$ cat src/rtl/pipeline_stall_ctrl.sv
// rtl/pipeline_stall_ctrl.sv - pipeline stall bus merge and divide sequencer (optional watchdog: DIV_WATCHDOG_EN)
module pipeline_stall_ctrl #(
    parameter int STALL_WIDTH    = 6,
    parameter int DIV_CYCLES     = 32,
    parameter int WATCHDOG_SLACK = 4
) (
    input  logic                   clock,
    input  logic                   reset,
    input  logic                   id_stall_request,
    input  logic                   ex_stall_request,
    input  logic                   mem_stall_request,
    input  logic                   ex_div_request,
    input  logic                   ex_div_signed,
    input  logic [31:0]            ex_div_opa,
    input  logic [31:0]            ex_div_opb,
    input  logic                   div_cancel,
    input  logic                   div_ready,
    input  logic [63:0]            div_result,
    output logic [STALL_WIDTH-1:0] stall,
    output logic                   div_start,
    output logic                   div_abort,
    output logic                   div_signed,
    output logic [31:0]            div_opa,
    output logic [31:0]            div_opb,
    output logic [63:0]            ex_div_result,
    output logic                   ex_div_valid,
    output logic                   div_error
);

    // Divide sequencer states.
    localparam logic [1:0] S_IDLE  = 2'd0;
    localparam logic [1:0] S_START = 2'd1;
    localparam logic [1:0] S_BUSY  = 2'd2;
    localparam logic [1:0] S_DONE  = 2'd3;

    // Stall patterns: bit 0 = PC up to bit 5 = WB. A stage stall freezes itself and everything upstream.
    localparam logic [STALL_WIDTH-1:0] STALL_NONE = STALL_WIDTH'(6'b000000);
    localparam logic [STALL_WIDTH-1:0] STALL_ID   = STALL_WIDTH'(6'b000111);
    localparam logic [STALL_WIDTH-1:0] STALL_EX   = STALL_WIDTH'(6'b001111);
    localparam logic [STALL_WIDTH-1:0] STALL_MEM  = STALL_WIDTH'(6'b011111);

    logic [1:0]  r_state;
    logic [1:0]  w_next_state;

    logic        r_div_start;
    logic        r_div_abort;
    logic        r_div_signed;
    logic [31:0] r_div_opa;
    logic [31:0] r_div_opb;
    logic [63:0] r_ex_div_result;
    logic        r_ex_div_valid;

    logic        w_take_ops;
    logic        w_cancel_kill;
    logic        w_capture;
    logic        w_timeout;
    logic        w_div_busy;
    logic        w_in_flight;

    assign w_in_flight = (r_state == S_START) || (r_state == S_BUSY);

    // Load operands only when a new divide is accepted from IDLE.
    assign w_take_ops = (r_state == S_IDLE) && ex_div_request && !div_cancel;

    // A flush kills START/BUSY; it has no effect in IDLE and does not suppress a DONE cycle.
    assign w_cancel_kill = w_in_flight && div_cancel;

    // Flush takes priority over a ready pulse arriving in the same cycle.
    assign w_capture = (r_state == S_BUSY) && div_ready && !div_cancel;

`ifdef DIV_WATCHDOG_EN
    // Counter value during the last tolerated BUSY cycle; timing out there puts DONE
    // exactly DIV_CYCLES+WATCHDOG_SLACK BUSY cycles after START.
    localparam logic [5:0] WD_LIMIT = 6'(DIV_CYCLES + WATCHDOG_SLACK - 1);

    logic [5:0] r_wd_count;
    logic       r_div_error;

    assign w_timeout = (r_state == S_BUSY) && !div_cancel && !div_ready && (r_wd_count == WD_LIMIT);

    // Watchdog counter: cleared in START, counts BUSY cycles.
    always_ff @(posedge clock) begin
        if (reset) begin
            r_wd_count <= 6'd0;
        end else if (r_state == S_START) begin
            r_wd_count <= 6'd0;
        end else if (r_state == S_BUSY) begin
            r_wd_count <= r_wd_count + 6'd1;
        end
    end

    // Error pulse accompanies the watchdog abort for one cycle.
    always_ff @(posedge clock) begin
        if (reset) begin
            r_div_error <= 1'b0;
        end else begin
            r_div_error <= w_timeout;
        end
    end

    assign div_error = r_div_error;
`else
    // Without the watchdog BUSY waits for the divider indefinitely.
    assign w_timeout = 1'b0;
    assign div_error = 1'b0;
`endif

    // Next-state selection for the divide sequencer.
    always_comb begin
        w_next_state = r_state;
        case (r_state)
            S_IDLE: begin
                if (w_take_ops) begin
                    w_next_state = S_START;
                end
            end
            S_START: begin
                if (div_cancel) begin
                    w_next_state = S_IDLE;
                end else begin
                    w_next_state = S_BUSY;
                end
            end
            S_BUSY: begin
                if (div_cancel) begin
                    w_next_state = S_IDLE;
                end else if (w_capture || w_timeout) begin
                    w_next_state = S_DONE;
                end
            end
            S_DONE: begin
                w_next_state = S_IDLE;
            end
            default: begin
                w_next_state = S_IDLE;
            end
        endcase
    end

    // State register.
    always_ff @(posedge clock) begin
        if (reset) begin
            r_state <= S_IDLE;
        end else begin
            r_state <= w_next_state;
        end
    end

    // Operand and sign capture; held stable from START through DONE for the divider.
    always_ff @(posedge clock) begin
        if (reset) begin
            r_div_signed <= 1'b0;
            r_div_opa    <= 32'd0;
            r_div_opb    <= 32'd0;
        end else if (w_take_ops) begin
            r_div_signed <= ex_div_signed;
            r_div_opa    <= ex_div_opa;
            r_div_opb    <= ex_div_opb;
        end
    end

    // div_start is high for exactly the START cycle.
    always_ff @(posedge clock) begin
        if (reset) begin
            r_div_start <= 1'b0;
        end else begin
            r_div_start <= w_take_ops;
        end
    end

    // Abort pulse on the cycle after a flush or watchdog expiry; a reset needs none.
    always_ff @(posedge clock) begin
        if (reset) begin
            r_div_abort <= 1'b0;
        end else begin
            r_div_abort <= w_cancel_kill || w_timeout;
        end
    end

    // Result latch: divider result on ready, zero on watchdog expiry, otherwise held.
    always_ff @(posedge clock) begin
        if (reset) begin
            r_ex_div_result <= 64'd0;
        end else if (w_capture) begin
            r_ex_div_result <= div_result;
        end else if (w_timeout) begin
            r_ex_div_result <= 64'd0;
        end
    end

    // Valid tracks the DONE state exactly.
    always_ff @(posedge clock) begin
        if (reset) begin
            r_ex_div_valid <= 1'b0;
        end else begin
            r_ex_div_valid <= (w_next_state == S_DONE);
        end
    end

    // EX is held for the whole divide except DONE, so the EX/MEM buffer captures the result once.
    assign w_div_busy = ex_div_request && (r_state != S_DONE);

    // Stall bus merge, downstream stages take priority.
    always_comb begin
        stall = STALL_NONE;
        if (mem_stall_request) begin
            stall = STALL_MEM;
        end else if (ex_stall_request || w_div_busy) begin
            stall = STALL_EX;
        end else if (id_stall_request) begin
            stall = STALL_ID;
        end
    end

    assign div_start     = r_div_start;
    assign div_abort     = r_div_abort;
    assign div_signed    = r_div_signed;
    assign div_opa       = r_div_opa;
    assign div_opb       = r_div_opb;
    assign ex_div_result = r_ex_div_result;
    assign ex_div_valid  = r_ex_div_valid;

endmodule

$ cat config.mk
export PLATFORM = sky130hd
export DESIGN_NAME = pipeline_stall_ctrl
export DESIGN_NICKNAME = d
export VERILOG_FILES = /design/src/rtl/pipeline_stall_ctrl.sv
export SDC_FILE = /design/constraint.sdc
export NUM_CORES = 1
export LEC_CHECK = 0
export BUFFER_PORTS_ARGS = -buffer_cell sky130_fd_sc_hd__buf_2
export CORE_MARGIN = 4
export CORE_UTILIZATION = 44
export DETAILED_ROUTE_END_ITERATION = 12
export HOLD_SLACK_MARGIN = 0.03
export PLACE_DENSITY_LB_ADDON = 0.3
export SLEW_MARGIN = 40
export SYNTH_ARGS = -nofsm -noshare
export SYNTH_HDL_FRONTEND = slang
export SYNTH_SLANG_ARGS = --single-unit
$ cat constraint.sdc
create_clock -name clock -period 1.7 [get_ports clock]
set_clock_uncertainty 0.15 [all_clocks]
set_input_delay 0.34 -clock clock [delete_from_list [all_inputs] [get_ports clock]]
set_output_delay 0.34 -clock clock [all_outputs]
set_load 0.05 [all_outputs]
==> results.txt, run 1 <==
outcome: finished, violations left
failing checks: setup timing
RSZ-0062 raised after global routing: yes
cell mode on critical path: buf_6
M1 wire length: 10.1 mm
RR Startpoint: r_state[0]
CP endpoint kind: flip-flop
Clk Latency, worst-skew pair: 0.54 ns
Final Worst Setup Slack: -0.382 ns
Die ar.: 13,000 sq um
HP Class: in2reg
Clk network pwr share: 41.4%
CP startpoint kind: flip-flop
GR Overflow Total: 0
Residual DRC: 0
logic gate share of total power: 18.9%
Die Height: 114 um
Worst-path clk slew: 0.06 ns
DR WL/cell: 26.5 um
initial drt markers: 721
Sink Count: 134
worst path arrival time: 2.38 ns
Min-Delay Endpoint: r_state[1]
critical path type: reg2reg
Met2 Wirelength: 14.6 mm
Mapped Area: 4930 sq um
Pleak: 4.67 nW
CTS max path bufs: 2
Cell Int Power: 5.88 mW
initial core utilization: 45.3%
most common cell after layout, fill and taps aside: buf_2
via count: 7,034
fin nets: 1,165
Fin. Hold Viols: 0
Cell Chain, Critical Path: buf_4, buf_6, inv_6, ha_4, buf_12, nand3b_1, buf_6, clkbuf_16, nand2_4, a21oi_1
gr usage total: 28.7%
H-tree Lvls: 4
CTS tree: yes
dpl hpwl: 10.4 mm
worst hold stages: 4
sequential-to-total area share from yosys stat: 54.4%
Pre-antenna DRT Iters: 8
Root Buffer: clkbuf_8
period utilization: 122%
Seq pwr share: 39.7%
FMAX: 480 MHz
Pwr Density: 801 nW/um^2
Slowest cell on crit path: dfxtp_4
DRT antenna net count: 0
minimum clock period: 2.08 ns
pin count of the biggest net entering global routing: 65
core area: 10,900 sq um
Die Wd: 114 um
commonest non-fill, non-tap cells in the layout: buf_2 (241), dfxtp_1 (132), dlygate4sd3_1 (131)
final setup violation count: 165
cells on worst reg2reg path: 10
worst flop-to-flop path endpoint: ex_div_result[51]
Top Metal Used: met4
Synth Register Bits: 134
Yosys warning count: 0
worst path bufs/invs: 6
Non-Filler Instances: 1,176
io pins: 276
Row Count: 38
vias in the first global route: 5,920
Avg Inst Size Synth: 8.21 sq um
max_slew headroom: 62.6%
Worst Path Required: 2.00 ns
Peak supply drop: 0.708 mV
Met3 Routed Length: 3.67 mm
crit-path max cell delay: 0.36 ns
post-synth cell types: 24
initial antenna violation count: 1
cell count after synthesis: 600
share of layout cells above drive strength 1: 61.0%
Final Wtd Congestion: 0.822
CTS buffer count: 17
post-route setup TNS: -33.80 ns
Routed WL: 31.1 mm
Placed Cells: 975
first-pass GRT wire length: 29.6 mm
Top delay family on crit path: buffers and inverters
Maximum Capacitance Violations: 0
Switching Fraction: 28.9%
Area Growth Syn to Fin: 110%
CP Max Fanout: 8
max-slew violations: 0
hold_sp: ex_div_request
worst slew pin tran: 0.555 ns
Net Sw Power: 2.39 mW
routed vias/inst: 5.98
port bufs: 273
flop-to-flop setup slack: -0.38 ns
[registers in the layout (all words and copies together), names as in the netlist]
name	cells
div_abort	1
div_opa	32
div_opb	32
div_signed	1
div_start	1
ex_div_result	64
ex_div_valid	1
r_state	2
[worst max-delay path by stage]
stage	from	to	slack (ns)	depth (start not counted)
after global placement	ex_stall_request	stall[1]	0.06	5
final	r_state[0]	ex_div_result[51]	-0.38	10
after global routing	r_state[0]	ex_div_result[51]	-0.45	10
after floorplan	r_state[1]	stall[1]	-0.13	4
after detailed placement	r_state[1]	div_opb[10]	0.05	6
after CTS	r_state[0]	stall[0]	-0.31	4
[cell families after synthesis]
group	count (synthesis)	share of synthesized area [%]
AND/OR/NAND/NOR	273	21.6
AO/OA/AOI/OAI	137	17.1
flip-flops	134	54.4
buffers and inverters	51	5.76
adder cells (fa/ha/maj)	4	1.02
other	1	0.0761
[metal layers]
metal / vias up / global-route usage (%)
met5: - / 0
met4: 0 / 15.3
met3: 268 / 11.0
met2: 724 / 48.3
met1: 3259 / 31.3
li1: 2783 / -
[through the flow]
step | utilization [%] | hold WS (ns) | power [mW] | setup slack (ns) | area (sq um)
finish | 94.8 | 0.169 | 8.27 | -0.382 | 10300
floorplan | - | 0.310 | 3.89 | -0.126 | 4980
detailed placement | 58.8 | 0.296 | 4.20 | 0.0548 | 6400
CTS | 76.1 | 0.0858 | 7.68 | -0.308 | 8290
global route | 94.8 | 0.188 | 8.41 | -0.447 | 10300
global placement | 58.8 | 0.288 | 4.19 | 0.0647 | 6400
[power by group through the flow]
stage	Clock [mW]	Sequential (mW)	Combinational [mW]
floorplan	0	3.61	0.285
global placement	0	3.33	0.858
detailed placement	0	3.33	0.870
CTS	3.30	3.26	1.12
global route	3.52	3.29	1.60
finish	3.42	3.29	1.57
[cell usage after synthesis, drive strengths merged]
| cell type | instances | area (sq um) |
|---|---|---|
| a21o | 1 | 7.51 |
| a21oi | 132 | 811 |
| a221oi | 1 | 8.76 |
| a31oi | 1 | 6.26 |
| and3b | 2 | 17.5 |
| and4bb | 1 | 12.5 |
| buf | 38 | 235 |
| clkbuf | 10 | 37.5 |
| conb | 1 | 3.75 |
| dfxtp | 134 | 2680 |
| ha | 4 | 50.1 |
| inv | 3 | 11.3 |
| nand2 | 260 | 976 |
| nand2b | 1 | 6.26 |
| nand3b | 3 | 22.5 |
| nor2 | 3 | 11.3 |
| nor2b | 1 | 6.26 |
| o21ai | 2 | 10.0 |
| or2 | 1 | 6.26 |
| or3 | 1 | 6.26 |
[cell type report]
cell class	instances	area, sq um
multi-input combinational	416	3250
clock buffer	24	470
clock inverter	5	50.0
timing repair buffer	452	3670
antenna	2	5.00
sequential	134	2690
tap	140	175
fill	283	562
inverter	3	16.3
[what timing repair did]
action | CTS | global route
resized for setup | 13 | 414
cloned | 0 | 22
endpoints found under the hold margin | 134 | 0
pin swaps | 4 | 137
hold buffers | 131 | 0
buffers inserted | 2 | 15
endpoints found under the setup margin | 4 | 139
[worst min-delay path: stages]
cell and delay, ns:
buf_2 0.14, nand2b_1 0.09, a31oi_2 0.12, a21oi_2 0.13
Note: power is estimated with default switching activity, not from simulation.
==> run 2, diff against run 1 <==
--- a/config.mk
+++ b/config.mk
@@ -5,13 +5,13 @@
 export SDC_FILE = /design/constraint.sdc
 export NUM_CORES = 1
 export LEC_CHECK = 0
-export BUFFER_PORTS_ARGS = -buffer_cell sky130_fd_sc_hd__buf_2
+export BUFFER_PORTS_ARGS = -buffer_cell sky130_fd_sc_hd__buf_4
 export CORE_MARGIN = 4
 export CORE_UTILIZATION = 44
 export DETAILED_ROUTE_END_ITERATION = 12
 export HOLD_SLACK_MARGIN = 0.03
 export PLACE_DENSITY_LB_ADDON = 0.3
-export SLEW_MARGIN = 40
+export SLEW_MARGIN = 30
 export SYNTH_ARGS = -nofsm -noshare
 export SYNTH_HDL_FRONTEND = slang
 export SYNTH_SLANG_ARGS = --single-unit
==> results.txt, run 2 <==
Cell Area, Placed: 7080 sq um (+11%)
Yosys warning count: 0 (unchanged)
pin count of the biggest net entering global routing: 71
sequential-to-total area share from yosys stat: 54.4% (unchanged)
asr flop ratio synth: 0% (unchanged)
Die Wd: 114 um (unchanged)
most numerous cell in the Yosys netlist: nand2_1
Synth Flop Type: dfxtp_1
Row Count: 38 (unchanged)
post-synth cell types: 24 (unchanged)
dpl hpwl: 10.9 mm (+5.1%)
gr usage total: 85.7%
Final Wtd Congestion: 0.824 (+0.27%)
CTS buffer count: 17 (unchanged)
Synth Register Bits: 134 (unchanged)
failing step: global routing
Sink Count: 134 (unchanged)
top cell type's share of synthesized area: 54.4% (unchanged)
io pins: 276 (unchanged)
Post-synth EDFFs: 0 (unchanged)
Placed Cells: 976 (+0.10%)
Synth top cells by count: nand2_1 (260), dfxtp_1 (134), a21oi_1 (92), a21oi_2 (40), buf_2 (20)
cell count after synthesis: 600 (unchanged)
Mapped Area: 4930 sq um (unchanged)
First Error: [ERROR GRT-0232] Routing congestion too high. Check the congestion heatmap in the GUI.
Root Buffer: clkbuf_8
initial antenna violation count: 4
initial core utilization: 45.3% (unchanged)
largest cells by area after synthesis: dfxtp_1 (54%), nand2_1 (20%), a21oi_1 (9.3%)
port bufs: 273 (unchanged)
GR Overflow Total: 344
worst ep type: output port
Die Height: 114 um (unchanged)
H-tree Lvls: 4 (unchanged)
Avg Inst Size Synth: 8.21 sq um (unchanged)
outcome: aborted with a tool error
CTS max path bufs: 2 (unchanged)
post-synth top area cell: dfxtp_1
GRT worst endpoint: stall[1]
[run 2: cell counts after synthesis]
Identical to the previous run, type by type.
[run 2: cell families after synthesis]
logic type | share of synthesized area [%]
AND/OR/NAND/NOR | 21.6
adder cells (fa/ha/maj) | 1.02
flip-flops | 54.4
other | 0.0761
buffers and inverters | 5.76
AO/OA/AOI/OAI | 17.1
[run 2: routing by layer]
layer	GRT usage, %	overflow
met2	104	221
met4	96.6	121
met5	18.8	0
met1	79.8	1
met3	72.3	1
[run 2: what timing repair did]
item | CTS
setup endpoints to repair | 4
hold buffers | 131
gates resized for setup | 13
hold endpoints to repair | 133
pin swaps | 4
buffers inserted | 3
[run 2: stage by stage]
step | hold slack, ns | setup slack, ns | utilization (%)
after CTS | 0.0686 | -0.295 | 82.7
after detailed placement | 0.297 | 0.0259 | 65.0
after global placement | 0.293 | 0.0625 | 65.0
after floorplan | 0.310 | -0.126 | -
==> run 3, diff against run 2 <==
--- a/config.mk
+++ b/config.mk
@@ -7,10 +7,9 @@
 export LEC_CHECK = 0
 export BUFFER_PORTS_ARGS = -buffer_cell sky130_fd_sc_hd__buf_4
 export CORE_MARGIN = 4
-export CORE_UTILIZATION = 44
+export CORE_UTILIZATION = 40
 export DETAILED_ROUTE_END_ITERATION = 12
-export HOLD_SLACK_MARGIN = 0.03
-export PLACE_DENSITY_LB_ADDON = 0.3
+export PLACE_DENSITY_LB_ADDON = 0.15
 export SLEW_MARGIN = 30
 export SYNTH_ARGS = -nofsm -noshare
 export SYNTH_HDL_FRONTEND = slang
==> results.txt, run 3 (synthesis results as in run 1) <==
Util after Layout: 78.0%
share of layout cells above drive strength 1: 64.6%
worst flop-to-flop path endpoint: div_opa[21]
CTS buffer count: 17 (unchanged)
dpl hpwl: 10.9 mm (+0.12%)
Fin. Hold Viols: 0
DRT antenna net count: 0
Critical path destination: stall[0]
GR Overflow Total: 0
Clk Latency, worst-skew pair: 0.41 ns
final setup violation count: 132
minimum clock period: 1.88 ns
critical path type: reg2out
Row Count: 40 (+5.3%)
HP Class: in2reg
core area: 12,100 sq um
Root Buffer: clkbuf_16
cells on worst reg2reg path: 9
hold buffer count at cts: 0 (-100%)
io pins: 276 (unchanged)
FMAX: 533 MHz
DR WL/cell: 17.9 um
first-pass GRT wire length: 23.5 mm
Maximum Capacitance Violations: 0
most common cell after layout, fill and taps aside: buf_4
Worst-path clk slew: 0.06 ns
Largest register FFs: 64
RSZ-0062 raised after global routing: yes
max-slew violations: 0
Worst Path Required: 1.21 ns
Final Worst Setup Slack: -0.175 ns
n_diodes: 0
period utilization: 110%
pin count of the biggest net entering global routing: 70
failing checks: setup timing
CTS tree: yes
fin nets: 1,027
Pleak: 4.24 nW
H-tree Lvls: 4 (unchanged)
Area Growth Syn to Fin: 90.8%
CP startpoint kind: flip-flop
CP endpoint kind: output pin
DP Worst Slack: -0.0172 ns (-0.0432 ns)
vias in the first global route: 4,778
worst path arrival time: 1.39 ns
Final Wtd Congestion: 0.774 (-6.1%)
RR Startpoint: r_state[0]
Die Wd: 119 um (+4.5%)
Routed WL: 19.1 mm
initial antenna violation count: 0
crit path from: r_state[0]
port bufs: 273 (unchanged)
via count: 5,261
fillcell total: 784
commonest non-fill, non-tap cells in the layout: buf_4 (275), nand2_1 (152), dfxtp_1 (132)
Peak supply drop: 1.08 mV
Residual DRC: 0
initial drt markers: 298
initial core utilization: 40.9% (-4.4 points)
Die Height: 119 um (+4.5%)
CTS max path bufs: 2 (unchanged)
Pwr Density: 945 nW/um^2
Sink Count: 134 (unchanged)
CP Max Fanout: 3
Pre-antenna DRT Iters: 4
flop-to-flop setup slack: -0.11 ns
gr usage total: 20.6%
routed vias/inst: 4.93
Die ar.: 14,200 sq um
Tot Pwr: 8.89 mW
outcome: finished, violations left
-- run 3: worst min path at each step --
stage,start,cells past startpoint,to
final,ex_div_opb[11],3,div_opb[11]
after floorplan,div_cancel,2,div_abort
after detailed placement,div_opa[14],2,div_opa[14]
after CTS,ex_div_opa[18],3,div_opa[18]
after global placement,ex_div_result[34],2,ex_div_result[34]
after global routing,ex_div_opb[30],3,div_opb[30]
-- run 3: power breakdown --
part           internal [mW]  switching [mW]
clock                   2.94            1.35
combinational          0.559           0.773
sequential              3.22          0.0470
total                   6.72            2.17
-- run 3: layer usage --
layer	vias up	wire length (um)	GRT usage [%]
li1	2504	-	-
met1	2476	6830	22.5
met2	242	9900	34.6
met3	39	1830	9.40
met4	0	496	8.83
met5	-	0	0
-- run 3: repair_timing --
| action | 4_1_cts | 5_1_grt |
|---|---|---|
| setup buffers | 4 | 11 |
| pin swaps | 4 | 110 |
| resized for setup | 16 | 283 |
| endpoints found under the setup margin | 12 | 133 |
| cloned | 1 | 17 |
-- run 3: through the flow --
step / std cells / TNS, ns / hold WS [ns] / instance area [sq um]
3_3_place_gp: 1002 / 0 / 0.293 / 7110
3_5_place_dp: 1002 / -0.0243 / 0.297 / 7110
4_1_cts: 1039 / -0.696 / 0.00363 / 7930
2_1_floorplan: 601 / -0.253 / 0.310 / 4980
6_report: 1067 / -7.35 / 0.0162 / 9410
5_1_grt: 1067 / -14.24 / 0.000496 / 9410
-- run 3: critical path, cell delays in order (launching register included) --
cell and delay (ns):
dfxtp_4 0.36, ha_4 0.14, o21ai_4 0.05, or2_4 0.27, buf_8 0.16
-- run 3: final cells by class --
cell class	instances	area, sq um	area share, %
multi-input cells	416	2970	31.6
repair buffers	314	2820	30.0
flip-flops and latches	134	2690	28.6
clock buffers	20	447	4.75
clock inverters	12	248	2.63
well taps	168	210	2.23
inverters	3	18.8	0.200
==> run 4, diff against run 3 <==
--- a/config.mk
+++ b/config.mk
@@ -5,11 +5,12 @@
 export SDC_FILE = /design/constraint.sdc
 export NUM_CORES = 1
 export LEC_CHECK = 0
+export ABC_AREA = 1
 export BUFFER_PORTS_ARGS = -buffer_cell sky130_fd_sc_hd__buf_4
 export CORE_MARGIN = 4
 export CORE_UTILIZATION = 40
 export DETAILED_ROUTE_END_ITERATION = 12
-export PLACE_DENSITY_LB_ADDON = 0.15
+export PLACE_DENSITY = 0.71
 export SLEW_MARGIN = 30
 export SYNTH_ARGS = -nofsm -noshare
 export SYNTH_HDL_FRONTEND = slang
==> results.txt, run 4 <==
outcome: finished, violations left
failing checks: setup timing
io pins: 276 (unchanged)
worst path bufs/invs: 2 (+1)
first-pass GRT wire length: 24.0 mm (+2.2%)
GRT met2 Usage: 37.3% (+2.7 points)
most common cell after layout, fill and taps aside: buf_4
GR Overflow Total: 0 (unchanged)
Pre-antenna DRT Iters: 5 (+1)
Synth Register Bits: 134 (unchanged)
Die Height: 118 um (-1.0%)
Pwr Density: 1040 nW/um^2 (+9.8%)
Clk Latency, worst-skew pair: 0.41 ns (about the same)
Cell Area, Placed: 6970 sq um (-2.0%)
Maximum Capacitance Violations: 0 (unchanged)
worst flop-to-flop path endpoint: ex_div_result[35]
Final Wtd Congestion: 0.768 (-0.75%)
routing usage on met1: 23.3% (+0.86 points)
asr flop ratio synth: 0% (unchanged)
Top delay family on crit path: flip-flops
crit-path max cell delay: 0.33 ns (-0.03 ns)
DP Worst Slack: -0.0102 ns (+0.00701 ns)
commonest non-fill, non-tap cells in the layout: buf_4 (276), nor2_1 (254), dfxtp_1 (132)
CTS buffer count: 17 (unchanged)
CP Max Fanout: 3 (unchanged)
GR Layer Usage met3: 8.94% (-0.46 points)
Routed WL: 15.4 mm (-19%)
critical path type: reg2out
Yosys warning count: 0 (unchanged)
DR WL/cell: 15.1 um (-16%)
Final Cell Area: 7620 sq um (-19%)
hold_sp: ex_div_opb[17]
CTS max path bufs: 2 (unchanged)
pin count of the biggest net entering global routing: 100 (+43%)
Peak supply drop: 0.729 mV (-32%)
RR Startpoint: r_state[0]
fillcell total: 1,019 (+30%)
minimum clock period: 1.96 ns (+0.0844 ns)
top cell type's share of synthesized area: 55.6% (+1.2 points)
CP endpoint kind: output pin
initial core utilization: 41.5% (+0.66 points)
flop-to-flop setup slack: -0.10 ns (about the same)
core area: 11,600 sq um (-3.7%)
Sink Count: 134 (unchanged)
sequential-to-total area share from yosys stat: 55.6% (+1.2 points)
Die Wd: 118 um (-1.0%)
most numerous cell in the Yosys netlist: nor2_1
Post-synth EDFFs: 0 (unchanged)
Pleak: 3.53 nW (-17%)
post-synth cell types: 22 (-8.3%)
Worst Path Required: 1.21 ns (about the same)
share of layout cells above drive strength 1: 38.2% (-26 points)
period utilization: 115% (+5.0 points)
Root Buffer: clkbuf_16
routed vias/inst: 4.81 (-2.5%)
Util after Layout: 65.6% (-12 points)
cell count after synthesis: 605 (+0.83%)
final setup violation count: 45 (-66%)
Final Worst Setup Slack: -0.260 ns (-0.0844 ns)
vias in the first global route: 4,716 (-1.3%)
Avg Inst Size Synth: 7.97 sq um (-3.0%)
Fin. Hold Viols: 0 (unchanged)
Synth top cells by count: nor2_1 (254), dfxtp_1 (134), o21ai_0 (127), clkbuf_1 (17), buf_2 (12)
Slowest cell on crit path: dfxtp_2
gr usage total: 21.6% (+0.93 points)
Worst-path clk slew: 0.05 ns (about the same)
initial drt markers: 349 (+17%)
post-synth top area cell: dfxtp_1
largest cells by area after synthesis: dfxtp_1 (56%), nor2_1 (20%), o21ai_0 (13%)
CP startpoint kind: flip-flop
instance count on the critical path: 5 (+1)
max-slew violations: 0 (unchanged)
n_diodes: 0 (unchanged)
Cell Chain, Critical Path: buf_6, ha_4, o21ai_4, or2_4, buf_8
fin nets: 1,010 (-1.7%)
HP Class: in2reg
crit path from: r_state[0]
dpl hpwl: 10.9 mm (-0.19%)
busiest grt layer: met2
cells on worst reg2reg path: 8 (-1)
Area Growth Syn to Fin: 58.1%
worst path arrival time: 1.47 ns (+0.08 ns)
via count: 4,920 (-6.5%)
Critical path destination: stall[1]
H-tree Lvls: 4 (unchanged)
Synth Flop Type: dfxtp_1
Die ar.: 13,900 sq um (-2.0%)
DRT antenna net count: 0 (unchanged)
Mapped Area: 4820 sq um (-2.2%)
CTS tree: yes
port bufs: 273 (unchanged)
FMAX: 510 MHz (-4.3%)
Row Count: 39 (-2.5%)
Residual DRC: 0 (unchanged)
Hold Slack: 0.0195 ns (+0.00338 ns)
RSZ-0062 raised after global routing: yes
Largest register FFs: 64 (unchanged)
initial antenna violation count: 0 (unchanged)
-- run 4: cell count changes after synthesis, sizes merged, moves of 6 or more --
cell	before	now
o21ai	2	130
inv	3	9
buf	38	29
clkbuf	10	17
nand2	260	11
nor2	3	264
a21oi	132	0
-- run 4: timing repair --
action,CTS,global route
pin swaps,1,0
gates resized for setup,9,0
endpoints found under the hold margin,3,0
cloned,2,0
buffers inserted,1,1
setup endpoints to repair,18,68
hold buffers,1,0
-- run 4: power breakdown --
part	internal (mW)	switching, mW
registers	3.27	0.0679
clock network	2.03	1.23
logic	0.511	0.803
-- run 4: metal layers --
metal,vias to the layer above,share of wire (%)
li1,2444,-
met3,25,9.9
met5,-,0
met1,2212,39
met4,0,2.2
met2,239,49
-- run 4: through the flow --
step	instances	setup TNS, ns	total power [mW]
after floorplan	606	-0.212	4.18
after global placement	988	0	4.68
after detailed placement	988	-0.0102	4.71
after CTS	1022	-3.90	7.98
after global routing	1023	-8.19	8.24
final	1023	-3.10	7.91
-- run 4: worst min path at each step --
stage	endpoint	slack, ns	cells after the start
final	div_opb[17]	0.02	3
after global routing	div_opa[5]	0.02	3
after CTS	div_opb[17]	0.009	3
after detailed placement	ex_div_result[55]	0.32	2
after global placement	ex_div_result[20]	0.32	2
after floorplan	div_abort	0.26	1
-- run 4: cell type report --
type	count	area [sq um]	share of cell area, %
multi-input cells	417	1850	24.3
repair buffers	290	2340	30.7
clock buffers	26	509	6.68
inverters	9	33.8	0.443
flip-flops and latches	134	2690	35.2
well taps	143	179	2.35
clock inverters	4	20.0	0.263
-- run 4: kinds of logic (layout without fill, tap and decap cells) --
kind of cell             after synthesis  in the layout  share of synthesized area (%)
AO/OA/AOI/OAI                        130            130                           13.5
adder cells (fa/ha/maj)                4              4                           1.04
buffers and inverters                 55            329                           6.72
flip-flops                           134            134                           55.6
other                                  1              2                         0.0778
AND/OR/NAND/NOR                      281            281                           23.0
-- run 4: worst register-to-register path: stages, from the launching register on --
cell	delay, ns
dfxtp_2	0.32
inv_1	0.11
ha_1	0.27
nand3_4	0.13
buf_12	0.17
inv_2	0.10
bufbuf_16	0.32
nor2_1	0.05
nor2_1	0.10
